$ cat src/rtl/vga_rect_plotter_if.sv
// Command and pixel-stream bundle between a command source and the
// rectangle plotter. The master issues commands and receives pixels.
interface vga_rect_plotter_if #(
  parameter int X_WIDTH    = 8,
  parameter int Y_WIDTH    = 7,
  parameter int COLOR_BITS = 3
);
  logic                  start;
  logic [1:0]            mode;
  logic [X_WIDTH-1:0]    x0;
  logic [Y_WIDTH-1:0]    y0;
  logic [X_WIDTH-1:0]    w;
  logic [Y_WIDTH-1:0]    h;
  logic [COLOR_BITS-1:0] color;
  logic                  busy;
  logic                  done;
  logic [X_WIDTH-1:0]    vga_x;
  logic [Y_WIDTH-1:0]    vga_y;
  logic [COLOR_BITS-1:0] vga_color;
  logic                  vga_plot;

  modport master (
    output start, mode, x0, y0, w, h, color,
    input  busy, done, vga_x, vga_y, vga_color, vga_plot
  );

  modport slave (
    input  start, mode, x0, y0, w, h, color,
    output busy, done, vga_x, vga_y, vga_color, vga_plot
  );
endinterface

$ cat src/rtl/vga_rect_plotter.sv
// Rectangle plotter: turns a pixel / filled-rectangle / clear-screen command
// into a gap-free row-major stream of pixel writes for a VGA adapter.
// The output coordinate registers double as the scan counters.
module vga_rect_plotter #(
  parameter int X_WIDTH    = 8,
  parameter int Y_WIDTH    = 7,
  parameter int COLOR_BITS = 3,
  parameter int X_MAX      = 159,
  parameter int Y_MAX      = 119
) (
  input  logic              clock,
  input  logic              reset,
  vga_rect_plotter_if.slave bus
);

  typedef enum logic [1:0] {S_IDLE, S_DRAW, S_DONE} state_t;

  // Limits at the widened (no-wrap) width and at the coordinate width.
  localparam logic [X_WIDTH:0]   XMAX_E = (X_WIDTH+1)'(X_MAX);
  localparam logic [Y_WIDTH:0]   YMAX_E = (Y_WIDTH+1)'(Y_MAX);
  localparam logic [X_WIDTH-1:0] XMAX_N = X_WIDTH'(X_MAX);
  localparam logic [Y_WIDTH-1:0] YMAX_N = Y_WIDTH'(Y_MAX);
  localparam logic [X_WIDTH:0]   X_ONE_E = (X_WIDTH+1)'(1);
  localparam logic [Y_WIDTH:0]   Y_ONE_E = (Y_WIDTH+1)'(1);
  localparam logic [X_WIDTH-1:0] X_INC = X_WIDTH'(1);
  localparam logic [Y_WIDTH-1:0] Y_INC = Y_WIDTH'(1);

  state_t                state_q, state_d;
  logic [X_WIDTH-1:0]    xs_q, xs_d;     // row start column
  logic [X_WIDTH-1:0]    xe_q, xe_d;     // clipped row end column
  logic [Y_WIDTH-1:0]    ye_q, ye_d;     // clipped last row
  logic [X_WIDTH-1:0]    x_q, x_d;       // current pixel column (= vga_x)
  logic [Y_WIDTH-1:0]    y_q, y_d;       // current pixel row (= vga_y)
  logic [COLOR_BITS-1:0] col_q, col_d;
  logic                  plot_q, plot_d;
  logic                  busy_q, busy_d;
  logic                  done_q, done_d;

  logic [X_WIDTH:0]      x_sum;
  logic [Y_WIDTH:0]      y_sum;
  logic                  x_over, y_over;
  logic [X_WIDTH-1:0]    cmd_xs, cmd_xe;
  logic [Y_WIDTH-1:0]    cmd_ys, cmd_ye;
  logic                  cmd_empty;

  // Decode the live command into a clipped region; only used when accepted.
  always_comb begin
    x_sum  = {1'b0, bus.x0} + {1'b0, bus.w} - X_ONE_E;
    y_sum  = {1'b0, bus.y0} + {1'b0, bus.h} - Y_ONE_E;
    x_over = {1'b0, bus.x0} > XMAX_E;
    y_over = {1'b0, bus.y0} > YMAX_E;
    cmd_xs = bus.x0;
    cmd_ys = bus.y0;
    cmd_xe = bus.x0;
    cmd_ye = bus.y0;
    cmd_empty = x_over | y_over;
    case (bus.mode)
      2'b10: begin
        cmd_xs    = '0;
        cmd_ys    = '0;
        cmd_xe    = XMAX_N;
        cmd_ye    = YMAX_N;
        cmd_empty = 1'b0;
      end
      2'b01: begin
        // w/h of zero underflow x_sum/y_sum, but the command is empty then.
        cmd_xe    = (x_sum > XMAX_E) ? XMAX_N : x_sum[X_WIDTH-1:0];
        cmd_ye    = (y_sum > YMAX_E) ? YMAX_N : y_sum[Y_WIDTH-1:0];
        cmd_empty = x_over | y_over | (bus.w == '0) | (bus.h == '0);
      end
      default: ;
    endcase
  end

  // Next state and next outputs; coordinates/colour hold unless plotting.
  always_comb begin
    state_d = state_q;
    xs_d    = xs_q;
    xe_d    = xe_q;
    ye_d    = ye_q;
    x_d     = x_q;
    y_d     = y_q;
    col_d   = col_q;
    plot_d  = 1'b0;
    busy_d  = 1'b0;
    done_d  = 1'b0;
    case (state_q)
      S_IDLE: begin
        if (bus.start) begin
          if (cmd_empty) begin
            state_d = S_DONE;
            done_d  = 1'b1;
          end else begin
            // First pixel goes out on the cycle right after acceptance.
            state_d = S_DRAW;
            xs_d    = cmd_xs;
            xe_d    = cmd_xe;
            ye_d    = cmd_ye;
            x_d     = cmd_xs;
            y_d     = cmd_ys;
            col_d   = bus.color;
            plot_d  = 1'b1;
            busy_d  = 1'b1;
          end
        end
      end
      S_DRAW: begin
        if (x_q == xe_q && y_q == ye_q) begin
          state_d = S_DONE;
          done_d  = 1'b1;
        end else begin
          plot_d = 1'b1;
          busy_d = 1'b1;
          if (x_q == xe_q) begin
            x_d = xs_q;
            y_d = y_q + Y_INC;
          end else begin
            x_d = x_q + X_INC;
          end
        end
      end
      S_DONE:  state_d = S_IDLE;
      default: state_d = S_IDLE;
    endcase
  end

  // State and registered outputs; reset clears everything, including the command.
  always_ff @(posedge clock) begin
    if (reset) begin
      state_q <= S_IDLE;
      xs_q    <= '0;
      xe_q    <= '0;
      ye_q    <= '0;
      x_q     <= '0;
      y_q     <= '0;
      col_q   <= '0;
      plot_q  <= 1'b0;
      busy_q  <= 1'b0;
      done_q  <= 1'b0;
    end else begin
      state_q <= state_d;
      xs_q    <= xs_d;
      xe_q    <= xe_d;
      ye_q    <= ye_d;
      x_q     <= x_d;
      y_q     <= y_d;
      col_q   <= col_d;
      plot_q  <= plot_d;
      busy_q  <= busy_d;
      done_q  <= done_d;
    end
  end

  assign bus.vga_x     = x_q;
  assign bus.vga_y     = y_q;
  assign bus.vga_color = col_q;
  assign bus.vga_plot  = plot_q;
  assign bus.busy      = busy_q;
  assign bus.done      = done_q;

endmodule

$ cat src/flat_wrapper.sv
// flat-port wrapper written by rule: the top's interface ports become plain ports
module vga_rect_plotter_flat 
#(
  parameter int X_WIDTH    = 8,
  parameter int Y_WIDTH    = 7,
  parameter int COLOR_BITS = 3,
  parameter int X_MAX      = 159,
  parameter int Y_MAX      = 119
)
  (clock, reset, bus_start, bus_mode, bus_x0, bus_y0, bus_w, bus_h, bus_color, bus_busy, bus_done, bus_vga_x, bus_vga_y, bus_vga_color, bus_vga_plot);
  vga_rect_plotter_if #(.X_WIDTH(X_WIDTH), .Y_WIDTH(Y_WIDTH), .COLOR_BITS(COLOR_BITS)) bus_i ();
  input  logic clock;
  input  logic reset;
  input wire logic [$bits(bus_i.start)-1:0] bus_start;
  input wire logic [$bits(bus_i.mode)-1:0] bus_mode;
  input wire logic [$bits(bus_i.x0)-1:0] bus_x0;
  input wire logic [$bits(bus_i.y0)-1:0] bus_y0;
  input wire logic [$bits(bus_i.w)-1:0] bus_w;
  input wire logic [$bits(bus_i.h)-1:0] bus_h;
  input wire logic [$bits(bus_i.color)-1:0] bus_color;
  output wire logic [$bits(bus_i.busy)-1:0] bus_busy;
  output wire logic [$bits(bus_i.done)-1:0] bus_done;
  output wire logic [$bits(bus_i.vga_x)-1:0] bus_vga_x;
  output wire logic [$bits(bus_i.vga_y)-1:0] bus_vga_y;
  output wire logic [$bits(bus_i.vga_color)-1:0] bus_vga_color;
  output wire logic [$bits(bus_i.vga_plot)-1:0] bus_vga_plot;
  assign bus_i.start = bus_start;
  assign bus_i.mode = bus_mode;
  assign bus_i.x0 = bus_x0;
  assign bus_i.y0 = bus_y0;
  assign bus_i.w = bus_w;
  assign bus_i.h = bus_h;
  assign bus_i.color = bus_color;
  assign bus_busy = bus_i.busy;
  assign bus_done = bus_i.done;
  assign bus_vga_x = bus_i.vga_x;
  assign bus_vga_y = bus_i.vga_y;
  assign bus_vga_color = bus_i.vga_color;
  assign bus_vga_plot = bus_i.vga_plot;
  vga_rect_plotter #(.X_WIDTH(X_WIDTH), .Y_WIDTH(Y_WIDTH), .COLOR_BITS(COLOR_BITS), .X_MAX(X_MAX), .Y_MAX(Y_MAX)) u_core (.clock(clock), .reset(reset), .bus(bus_i));
endmodule
$ cat config.mk
export PLATFORM = sky130hd
export DESIGN_NAME = vga_rect_plotter_flat
export DESIGN_NICKNAME = d
export VERILOG_FILES = /design/src/rtl/vga_rect_plotter_if.sv /design/src/rtl/vga_rect_plotter.sv /design/src/flat_wrapper.sv
export SDC_FILE = /design/constraint.sdc
export NUM_CORES = 1
export LEC_CHECK = 0
export CAP_MARGIN = 20
export CELL_PAD_IN_SITES_DETAIL_PLACEMENT = 1
export CELL_PAD_IN_SITES_GLOBAL_PLACEMENT = 1
export CORE_MARGIN = 1.5
export CORE_UTILIZATION = 42
export DETAILED_ROUTE_END_ITERATION = 7
export DONT_BUFFER_PORTS = 1
export PLACE_DENSITY = 0.82
export SYNTH_ARGS = -nofsm -noshare
export SYNTH_HDL_FRONTEND = slang
export SYNTH_SLANG_ARGS = --single-unit
$ cat constraint.sdc
create_clock -name clock -period 2.9 [get_ports clock]
set_input_delay 0.58 -clock clock [delete_from_list [all_inputs] [get_ports clock]]
set_output_delay 0.58 -clock clock [all_outputs]
set_load 0.05 [all_outputs]
==> impl_metrics.csv <==
group,metric,value,unit
status,outcome,"complete, no violations",
setup_path,crit_required,3.13,ns
layout,stdcell_area,0.00412,mm²
sta,tightest_slew,0.930,ns
die,core,0.00864,mm²
logic_synthesis,synth.area.top_cells,"dfxtp_1, ha_1, inv_1",
routing,ant_nets,0,
routing,via_per_inst,5.86,
die,dieArea,0.00941,mm²
layout,drive_above_1_share,0.120,
setup_path,crit_buf_inv,3,
logic_synthesis,async_flop_share,0,
routing,vias,3670,
place,port_buffers,0,
power,p_sw,0.971,mW
sta,fin_skew,0.00985,ns
sta,hold_violations,0,
setup_path,worst_ep_arrival_time,2.88,ns
sta,fin_crit_sh,0.915,
power,ir_worst_vdd,0.227,mV
routing,drt_wl_total,11500,µm
clocking,ctsRootBufferMaster,"clkbuf_8",
setup_path,rr_worst_depth,6,
die,die_w,97.0,µm
setup_path,reg2reg_to,"u_core.bus.vga_x[4]",
global_routing,grt_max_degree,49,
clocking,cts_made_buffers,5,
logic_synthesis,synthesis.nets,568,
setup_path,slowest_delay,0.38,ns
setup_path,crit_fanout,4,
clocking,clk_path_buf_depth,2,
setup_path,worst_setup_path_start_kind,"input port",
clocking,postCtsSetupRepairBufs,0,
flow_run,drv_cap,0,
logic_synthesis,yosysWarnings,0,
sta,slew_headroom,0.379,
power,power.internal,1.26,mW
logic_synthesis,synth_edf_count,0,
power,clockPowerShare,0.189,
die,die_h,97.0,µm
logic_synthesis,ys_seq_elements,45,
setup_path,rrSetupSlack,0.51,ns
place,dp_hpwl,9090,µm
routing,routedWlPerCell,18.4,µm
layout,regArea,901,µm²
power,power.leakage,1.79,nW
logic_synthesis,synth_area,0.00371,mm²
setup_path,r2r_start,"u_core.bus.vga_x[5]",
global_routing,first_global_vias,3880,
routing,dr.pass1.iters,4,
sta,setup_viol,0,
setup_path,setup.worst_path.class,"in2reg",
worst_hold_path,min_from,"reset",
layout,syn2layout_area_growth,10.9,%
global_routing,grt_first_pass_wirelength,19400,µm
logic_synthesis,synth_cell_types,63,
clocking,path_clk_slew,0.10,ns
layout,fill_cells,1112,
place,dpl_cell_area,0.00402,mm²
worst_hold_path,hold_class,"in2reg",
die,start_util,0.430,
clocking,cts.sinks,45,
logic_synthesis,synth_top_area_share,0.243,
worst_hold_path,hold-path-cell-count,1,
place,routabilityCongestion,0.854,
routing,drc,0,
sta,period_minus_slack,2.65,ns
sta,rsz0062_at_grt,"false",
logic_synthesis,synth_seq_area_share,0.243,
layout,multi_input_area,0.00246,mm²
power,power_density,542,mW/mm²
layout,antenna_cells,0,
logic_synthesis,syn_inst,496,
setup_path,crit_slowest_cell,"fa_1",
worst_hold_path,whs_endpoint,"u_core.bus.vga_color[0]",
setup_path,crit_top_cell,"inv_1",
routing,drtIter0Drc,162,
sta,setup_ws,0.247,ns
layout,finalNetCount,589,
clocking,htree_levels,2,
die,row_count,34,
global_routing,grt_util_all_layers,0.251,
power,power.total,2.23,mW
setup_path,cp_cell_sequence,"inv_1 -> ha_1 -> inv_1 -> ha_1 -> inv_1 -> fa_1 -> nand2b_1 -> a2111oi_2 -> a311oi_1 -> o21bai_1 -> a41o_1 -> a211oi_1",
setup_path,end_kind,"register",
sta,maxSlewViolCount,0,
setup_path,cpLargestDelayFamily,"compound AO/OA/AOI/OAI gates",
power,p_comb_frac,0.468,
layout,post-route-util,0.477,
clocking,clkLatencyLatePin,0.31,ns
logic_synthesis,synthFlopType,"dfxtp_1",
global_routing,antenna_found_initial,0,
global_routing,overflow,0,
power,sequentialPowerShare,0.343,
logic_synthesis,syn_area_per_cell,7.48,µm²
power,switching_share,0.435,
sta,clock.fmax,0.377,GHz
clocking,cts_tree,"built",
logic_synthesis,synth_top_cell_by_area,"dfxtp_1",
die,io_pins,59,
place,pre_cts_ws,-0.135,ns
==> cells in the mapped netlist, drive strengths merged, types with 3 or more instances <==
cell    number
o21a         3
a221oi       7
a21boi       3
nor2b        6
a211o        3
dfxtp       45
nand3       16
o21ai       21
inv         68
ha          32
nor3        22
or4          4
a21oi       48
xor2         4
a31oi        5
a41o         3
a311oi       7
buf          8
clkbuf      15
nand2       36
a21o         5
nor2        41
and3         6
nand2b       9
xnor2       24
a211oi      11
nand4        8
==> power by group through the flow <==
stage	Clock [mW]	Combinational, mW	Sequential [mW]
6_report	0.423	1.04	0.765
5_1_grt	0.442	1.15	0.772
2_1_floorplan	0	0.641	0.887
3_5_place_dp	0	1.03	0.778
4_1_cts	0.423	1.04	0.765
3_3_place_gp	0	0.987	0.774
==> worst reg2reg max path, cell delays in order, from the launching register on <==
cell	delay (ns)
dfxtp_1	0.35
xnor2_1	0.21
nand4_2	0.25
or4_4	0.63
a22oi_4	0.46
a21oi_1	0.11
a221oi_1	0.29
==> area by class of cell <==
class / instances / share of cell area
multi-input combinational: 360 / 0.597
sequential: 45 / 0.219
timing repair buffer: 37 / 0.0675
inverter: 68 / 0.0620
tap: 108 / 0.0328
clock buffer: 5 / 0.0167
clock inverter: 3 / 0.00517
==> per-layer routing <==
metal  track usage  wire length [µm]  vias up
met5             0                 0        -
met1         0.312              4910     1767
met4        0.0970               388        0
met3        0.0448               575       30
met2         0.431              5670       90
li1              -                 -     1783
==> placed cells by master, fill, tap and decap left out, types with 3 or more instances in the layout <==
cell      instances
nor3_1           18
a21o_1            5
xor2_1            4
or4_1             3
a41o_1            3
a31oi_1           5
clkbuf_8          5
o21ai_0          18
buf_4            37
a311oi_1          7
a211oi_1         11
and3_1            6
nor2b_1           6
inv_1            68
ha_1             32
nand3_1          16
nand2_1          36
nor3_2            4
nand2b_1          9
nor2_1           41
nand4_1           7
o21a_1            3
xnor2_1          24
a21oi_1          48
dfxtp_1          45
a211o_1           3
a221oi_1          7
==> registers in the layout, indices dropped and copies added, names as in the netlist <==
register              flops
u_core.ye_q               7
u_core.bus.done           1
u_core.bus.vga_color      3
u_core.bus.vga_x          8
u_core.bus.vga_plot       1
u_core.bus.vga_y          7
u_core.state_q            2
u_core.xs_q               8
u_core.xe_q               8
==> through the flow <==
stage	instances	setup TNS (ns)	hold WS [ns]
3_5_place_dp	618	-0.364	0.444
6_report	626	0	0.325
3_3_place_gp	618	0	0.433
2_1_floorplan	496	0	0.433
4_1_cts	626	0	0.323
5_1_grt	626	0	0.316
==> logic make-up after synthesis <==
group	count (synthesis)	synth area share
AO/OA/AOI/OAI	137	0.251
XOR/XNOR	28	0.0661
adder cells (fa/ha/maj)	34	0.119
buffers and inverters	91	0.0971
flip-flops	45	0.243
multiplexers	4	0.0115
AND/OR/NAND/NOR	157	0.213
==> how the worst max path moves through the flow <==
stage,endpoint,depth (start not counted),slack (ns),start
after floorplan,u_core.xe_q[0],12,0.003,bus_w[1]
after global placement,u_core.xe_q[1],12,0.006,bus_w[1]
after detailed placement,u_core.xe_q[0],12,-0.14,bus_w[1]
after CTS,u_core.xe_q[0],12,0.19,bus_w[1]
after global routing,u_core.xe_q[1],12,0.03,bus_w[1]
final,u_core.xe_q[0],12,0.25,bus_w[1]
==> what timing repair did <==
item | CTS | global route
gates resized for setup | 0 | 1
endpoints found under the setup margin | 0 | 2
hold buffers | 0 | 0
Power figures use the tool's default switching activity.
